## config.mk

```make
export PLATFORM = sky130hd
export DESIGN_NAME = hearts_lives_ctrl
export DESIGN_NICKNAME = d
export VERILOG_FILES = /design/src/rtl/hearts_pkg.sv /design/src/rtl/heart_slot_hit.sv /design/src/rtl/hearts_lives_ctrl.sv
export SDC_FILE = /design/constraint.sdc
export NUM_CORES = 1
export LEC_CHECK = 0
export ABC_AREA = 1
export BUFFER_PORTS_ARGS = -buffer_cell sky130_fd_sc_hd__buf_2
export CORE_MARGIN = 8
export CORE_UTILIZATION = 45
export CTS_CLUSTER_DIAMETER = 120
export CTS_CLUSTER_SIZE = 20
export DETAILED_ROUTE_END_ITERATION = 8
export PLACE_DENSITY = 0.7
export SETUP_SLACK_MARGIN = 0.15
export SLEW_MARGIN = 25
export SYNTH_ARGS = -nofsm -noshare
export SYNTH_HDL_FRONTEND = slang
export SYNTH_SLANG_ARGS = --single-unit
```

## constraint.sdc

```tcl
create_clock -name clk -period 4.08 [get_ports clk]
set_input_delay 0.816 -clock clk [delete_from_list [all_inputs] [get_ports clk]]
set_output_delay 0.816 -clock clk [all_outputs]
set_load 0.02 [all_outputs]
```

## src/rtl/hearts_pkg.sv

```systemverilog
// rtl/hearts_pkg.sv - shared types and constants for the hearts/lives HUD controller
package hearts_pkg;

  typedef enum logic [1:0] {
    ALIVE    = 2'd0,
    COOLDOWN = 2'd1,
    DEAD     = 2'd2
  } state_t;

  localparam logic [7:0] TRANSPARENT_ENCODING = 8'h05;
  localparam int         LIVES_W              = 4;

endpackage

```

## src/rtl/heart_slot_hit.sv

```systemverilog
// rtl/heart_slot_hit.sv - combinational bounding-box test for one heart slot
module heart_slot_hit #(
  parameter int SLOT_X = 16,
  parameter int SLOT_Y = 16,
  parameter int SLOT_W = 32,
  parameter int SLOT_H = 32
) (
  input  logic signed [10:0] pixel_x_i,
  input  logic signed [10:0] pixel_y_i,
  output logic               inside_o,
  output logic        [10:0] offset_x_o,
  output logic        [10:0] offset_y_o
);

  // Sign-extend so negative pixel coordinates never alias into the row.
  logic signed [31:0] px;
  logic signed [31:0] py;

  assign px = {{21{pixel_x_i[10]}}, pixel_x_i};
  assign py = {{21{pixel_y_i[10]}}, pixel_y_i};

  assign inside_o = (px >= SLOT_X) && (px < SLOT_X + SLOT_W) &&
                    (py >= SLOT_Y) && (py < SLOT_Y + SLOT_H);

  assign offset_x_o = 11'(px - SLOT_X);
  assign offset_y_o = 11'(py - SLOT_Y);

endmodule

```

## src/rtl/hearts_lives_ctrl.sv

```systemverilog
// rtl/hearts_lives_ctrl.sv - life counter FSM with blinking heart-row renderer
// Optional feature macro: HEARTS_BONUS_EN (bonus pulses add lives when defined).
module hearts_lives_ctrl
  import hearts_pkg::*;
#(
  parameter int         MAX_LIVES     = 3,
  parameter int         INIT_LIVES    = 3,
  parameter int         HEART_W       = 32,
  parameter int         HEART_H       = 32,
  parameter int         HEART_GAP     = 8,
  parameter logic [10:0] TOP_LEFT_X   = 11'd16,
  parameter logic [10:0] TOP_LEFT_Y   = 11'd16,
  parameter int         INVULN_FRAMES = 60,
  parameter int         BLINK_SHIFT   = 3,
  parameter logic [7:0] HEART_COLOR   = 8'h5b
) (
  input  logic                      clk,
  input  logic                      resetN,
  input  logic                      startOfFrame,
  input  logic                      hit,
  input  logic                      bonus,
  input  logic                      restart,
  input  logic signed [10:0]        pixelX,
  input  logic signed [10:0]        pixelY,
  output logic        [10:0]        offsetX,
  output logic        [10:0]        offsetY,
  output logic                      drawingRequest,
  output logic        [7:0]         RGBout,
  output logic        [LIVES_W-1:0] lives,
  output logic                      invulnerable,
  output logic                      gameOver
);

  localparam int FC_BITS = $clog2(INVULN_FRAMES + 1);
  localparam int FC_W    = (FC_BITS > BLINK_SHIFT + 1) ? FC_BITS : BLINK_SHIFT + 1;

  state_t              state_q;
  logic [LIVES_W-1:0]  lives_q;
  logic [FC_W-1:0]     frame_cnt_q;
  logic                invuln_q;
  logic                game_over_q;

  logic                bonus_acc;
`ifdef HEARTS_BONUS_EN
  assign bonus_acc = bonus;
`else
  logic unused_bonus;
  assign bonus_acc    = 1'b0;
  assign unused_bonus = bonus;
`endif

  logic lives_below_max;
  assign lives_below_max = lives_q < LIVES_W'(MAX_LIVES);

  always_ff @(posedge clk or negedge resetN) begin
    if (!resetN) begin
      state_q     <= ALIVE;
      lives_q     <= LIVES_W'(INIT_LIVES);
      frame_cnt_q <= '0;
      invuln_q    <= 1'b0;
      game_over_q <= 1'b0;
    end else if (restart) begin
      state_q     <= ALIVE;
      lives_q     <= LIVES_W'(INIT_LIVES);
      frame_cnt_q <= '0;
      invuln_q    <= 1'b0;
      game_over_q <= 1'b0;
    end else begin
      case (state_q)
        ALIVE: begin
          // A hit takes priority; a simultaneous bonus is dropped.
          if (hit) begin
            if (lives_q > LIVES_W'(1)) begin
              lives_q     <= lives_q - LIVES_W'(1);
              frame_cnt_q <= '0;
              state_q     <= COOLDOWN;
              invuln_q    <= 1'b1;
            end else begin
              lives_q     <= '0;
              state_q     <= DEAD;
              game_over_q <= 1'b1;
            end
          end else if (bonus_acc && lives_below_max) begin
            lives_q <= lives_q + LIVES_W'(1);
          end
        end
        COOLDOWN: begin
          if (startOfFrame) begin
            if (frame_cnt_q == FC_W'(INVULN_FRAMES - 1)) begin
              frame_cnt_q <= '0;
              state_q     <= ALIVE;
              invuln_q    <= 1'b0;
            end else begin
              frame_cnt_q <= frame_cnt_q + FC_W'(1);
            end
          end
          if (bonus_acc && lives_below_max) begin
            lives_q <= lives_q + LIVES_W'(1);
          end
        end
        DEAD: begin
          game_over_q <= 1'b1;
        end
        default: begin
          state_q <= ALIVE;
        end
      endcase
    end
  end

  assign lives        = lives_q;
  assign invulnerable = invuln_q;
  assign gameOver     = game_over_q;

  logic [MAX_LIVES-1:0] slot_in;
  logic [10:0]          slot_ox [MAX_LIVES];
  logic [10:0]          slot_oy [MAX_LIVES];

  for (genvar i = 0; i < MAX_LIVES; i++) begin : g_slot
    heart_slot_hit #(
      .SLOT_X(int'(TOP_LEFT_X) + i * (HEART_W + HEART_GAP)),
      .SLOT_Y(int'(TOP_LEFT_Y)),
      .SLOT_W(HEART_W),
      .SLOT_H(HEART_H)
    ) u_slot (
      .pixel_x_i (pixelX),
      .pixel_y_i (pixelY),
      .inside_o  (slot_in[i]),
      .offset_x_o(slot_ox[i]),
      .offset_y_o(slot_oy[i])
    );
  end

  logic        blink_off;
  logic        draw_d;
  logic [10:0] off_x_d;
  logic [10:0] off_y_d;
  logic [7:0]  rgb_d;

  assign blink_off = (state_q == COOLDOWN) && frame_cnt_q[BLINK_SHIFT];

  // Slots never overlap, so at most one iteration can fire.
  always_comb begin
    draw_d  = 1'b0;
    off_x_d = '0;
    off_y_d = '0;
    for (int i = 0; i < MAX_LIVES; i++) begin
      if (slot_in[i] && (LIVES_W'(i) < lives_q) && !blink_off) begin
        draw_d  = 1'b1;
        off_x_d = slot_ox[i];
        off_y_d = slot_oy[i];
      end
    end
    rgb_d = draw_d ? HEART_COLOR : TRANSPARENT_ENCODING;
  end

  logic        draw_q;
  logic [10:0] off_x_q;
  logic [10:0] off_y_q;
  logic [7:0]  rgb_q;

  always_ff @(posedge clk or negedge resetN) begin
    if (!resetN) begin
      draw_q  <= 1'b0;
      off_x_q <= '0;
      off_y_q <= '0;
      rgb_q   <= 8'h00;
    end else begin
      draw_q  <= draw_d;
      off_x_q <= off_x_d;
      off_y_q <= off_y_d;
      rgb_q   <= rgb_d;
    end
  end

  assign drawingRequest = draw_q;
  assign offsetX        = off_x_q;
  assign offsetY        = off_y_q;
  assign RGBout         = rgb_q;

endmodule

```

==> flow_summary.json <==
{
  "finalMaxSlewViolations": 0,
  "synth_top_cell_area_share": 0.3793,
  "arrival_ns": 2.45,
  "critPathMaxStageDelay_ns": 0.37,
  "fin_util": 0.5285,
  "path_class": "input port to flop",
  "post-route-period-util": 0.5450,
  "fp-row-count": 27,
  "synth_top_cell_by_area": "dfrtp_1",
  "clk_pin_slew_ns": 0.08,
  "wl_met3_um": 454,
  "finalHoldWorstSlack_ns": 0.5020,
  "grt_pass1_wl_mm": 8.424,
  "overflow": 0,
  "setup_tns_ns": 0,
  "wl_met1_mm": 2.233,
  "rr_endpoint": "offsetY[8]",
  "ctsHoldBuffers": 0,
  "synth_seq_cells": 39,
  "first_global_vias": 1959,
  "holdPathStages": 2,
  "cellPowerDensity_nw_per_um2": 340.1,
  "reg2regPathDepth": 11,
  "layout.nets": 416,
  "syn-instance-count": 313,
  "r2r_setup_slack_ns": 2.04,
  "netlist_area_um2": 2441,
  "routedWlPerCell_um": 11.60,
  "layout_min_cycle_time_ns": 2.224,
  "n_fill_cell": 539,
  "leakagePower_nw": 1.695,
  "vdd_drop_max_mv": 0.1577,
  "min_to": "gameOver",
  "core_area_um2": 5371,
  "status": "finished clean",
  "yosysWarnings": 0,
  "via_per_inst": 4.551,
  "slew_headroom": 0.4151,
  "rsz0062_at_grt": "false",
  "clock.fmax_mhz": 449.7,
  "rr_startpoint": "lives[0]",
  "crit_fanout": 14,
  "final_cell_mix": "61 x buf_2, 59 x nand2_1, 57 x inv_1",
  "root_buffer": "clkbuf_8",
  "hpwl_mm": 4.073,
  "cts_setup_buffers": 0,
  "setup_violations": 0,
  "crit_chain": "buf_2 > inv_1 > ha_1 > inv_1 > nor2_1 > nand4_1 > nand2_1 > nand2_2 > nand3_4 > nand3_1 > inv_1",
  "tritoncts": "built",
  "die_area_um2": 8037,
  "ys_seq_area_frac": 0.4008,
  "hold_class": "flop to flop",
  "crit_path_frequent_cell": "inv_1",
  "hold_start": "gameOver",
  "cts_buffers": 5,
  "gp_congestion": 0.8516,
  "cts_resized": 0,
  "cts_htree_levels": 2,
  "worstMarginPinSlew_ns": 0.8774,
  "firstDrtPassIters": 4,
  "finalClockSkew_ns": 0.009654,
  "drv_cap": 0,
  "crit_path_end_kind": "flop",
  "clock-sinks": 39,
  "synthTopCellsByArea": "dfrtp_1 38%, nand2_1 9.1%, inv_1 8.8%",
  "initial_core_util": 0.4545,
  "dieWidth_um": 89.65,
  "drtIter0Drc": 80,
  "antenna_left": 0,
  "drive_gt1_frac": 0.2574,
  "grtUsageTotal": 0.1360,
  "ys_types": 30,
  "io_buffers": 61,
  "hold_viol_final": 0,
  "syn2layout_area_growth_pct": 16.30,
  "cts.path.max_buffers": 2,
  "diodes": 0,
  "critPathLaunchType": "input port",
  "syn_avg_cell_area_um2": 7.799,
  "ios": 65,
  "slowest_stage": "nand2_1",
  "grt_max_degree": 40,
  "wl_met2_mm": 2.409,
  "top_layer": "met4",
  "layout.cells.most_common": "buf_2",
  "clock_latency_ns": 0.29,
  "vias": 2025,
  "antenna_found_initial": 0,
  "die_height_um": 89.65,
  "wl_mm": 5.163,
  "drc": 0,
  "worstPathRequired_ns": 4.31
}
## how the worst max path moves through the flow
stage                          from          end  slack, ns
after floorplan           pixelX[6]    RGBout[2]       2.00
after global placement    pixelY[5]  offsetY[10]       1.60
after detailed placement  pixelY[5]   offsetY[6]       1.58
after CTS                 pixelY[5]   offsetY[6]       1.88
after global routing      pixelY[5]  offsetY[10]       1.71
final                     pixelY[5]   offsetY[8]       1.86
## per-stage QoR
stage / std cells / worst slack (ns) / area, um^2 / total power [mW]
after floorplan: 314 / 2.001 / 2445 / 0.6290
after global placement: 437 / 1.605 / 2750 / 0.7047
after detailed placement: 437 / 1.579 / 2750 / 0.7132
after CTS: 445 / 1.885 / 2839 / 0.9792
after global routing: 445 / 1.710 / 2839 / 1.033
final: 445 / 1.856 / 2839 / 0.9654
## power by group
group	switching [mW]	internal, mW	total [mW]
Sequential	0.0216	0.418	0.440
Clock	0.140	0.119	0.259
Combinational	0.184	0.0827	0.267
Total	0.346	0.620	0.965
## synthesized netlist by cell type
cell and number:
inv_2 4, o21ai_0 10, inv_1 57, nand2_4 1
ha_1 16, nand3_4 1, nor3_2 1, and2_2 1
buf_6 4, o21bai_2 1, nor2_1 34, nor3_1 9
a21oi_1 11, nor2_2 4, nand2_1 59, a31oi_1 1
xnor2_1 1, nor2_4 3, or2_2 2, nand4_1 5
a21boi_2 1, xor2_1 7, nand3_1 21, dfstp_2 2
nand2_2 6, conb_1 2, buf_4 6, dfrtp_1 37
nor3b_1 5, o221ai_1 1
## state kept, by name, summed over array words and instances (netlist names)
| signal | cells |
|---|---|
| offsetX | 11 |
| offsetY | 11 |
| frame_cnt_q | 6 |
| lives | 4 |
| RGBout | 3 |
| state_q | 2 |
| gameOver | 1 |
| invulnerable | 1 |
## layout make-up
| cell class | count | area (um^2) | share of cell area |
|---|---|---|---|
| multi-input combinational | 204 | 1147 | 0.4041 |
| sequential | 39 | 978.4 | 0.3446 |
| timing repair buffer | 61 | 305.3 | 0.1075 |
| inverter | 61 | 229.0 | 0.08065 |
| tap | 72 | 90.09 | 0.03173 |
| clock buffer | 5 | 68.82 | 0.02424 |
| clock inverter | 3 | 20.02 | 0.007052 |
## cell families (layout without fill, tap and decap cells)
family,after synthesis,in the layout,share of synthesized area
other,2,3,0.003076
DFF,39,39,0.4008
adders and majority gates,16,16,0.08201
and+or+nand+nor,152,152,0.2963
xor gates and xnor gates,8,8,0.02870
buffers and inverters,71,130,0.1307
AOI/OAI and AO/OA,25,25,0.05843
## worst max-delay path, delay by kind of cell
family	cells	cell delay, ns
AND/OR/NAND/NOR	6	1.18
buffers and inverters	4	0.30
adder cells (fa/ha/maj)	1	0.14
## routing by layer
layer,GRT usage,up-vias
li1,-,1068
met1,0.1606,893
met2,0.2326,59
met3,0.02912,5
met4,0.05740,0
met5,0,-
No activity file was read; power rests on OpenSTA's default activity.
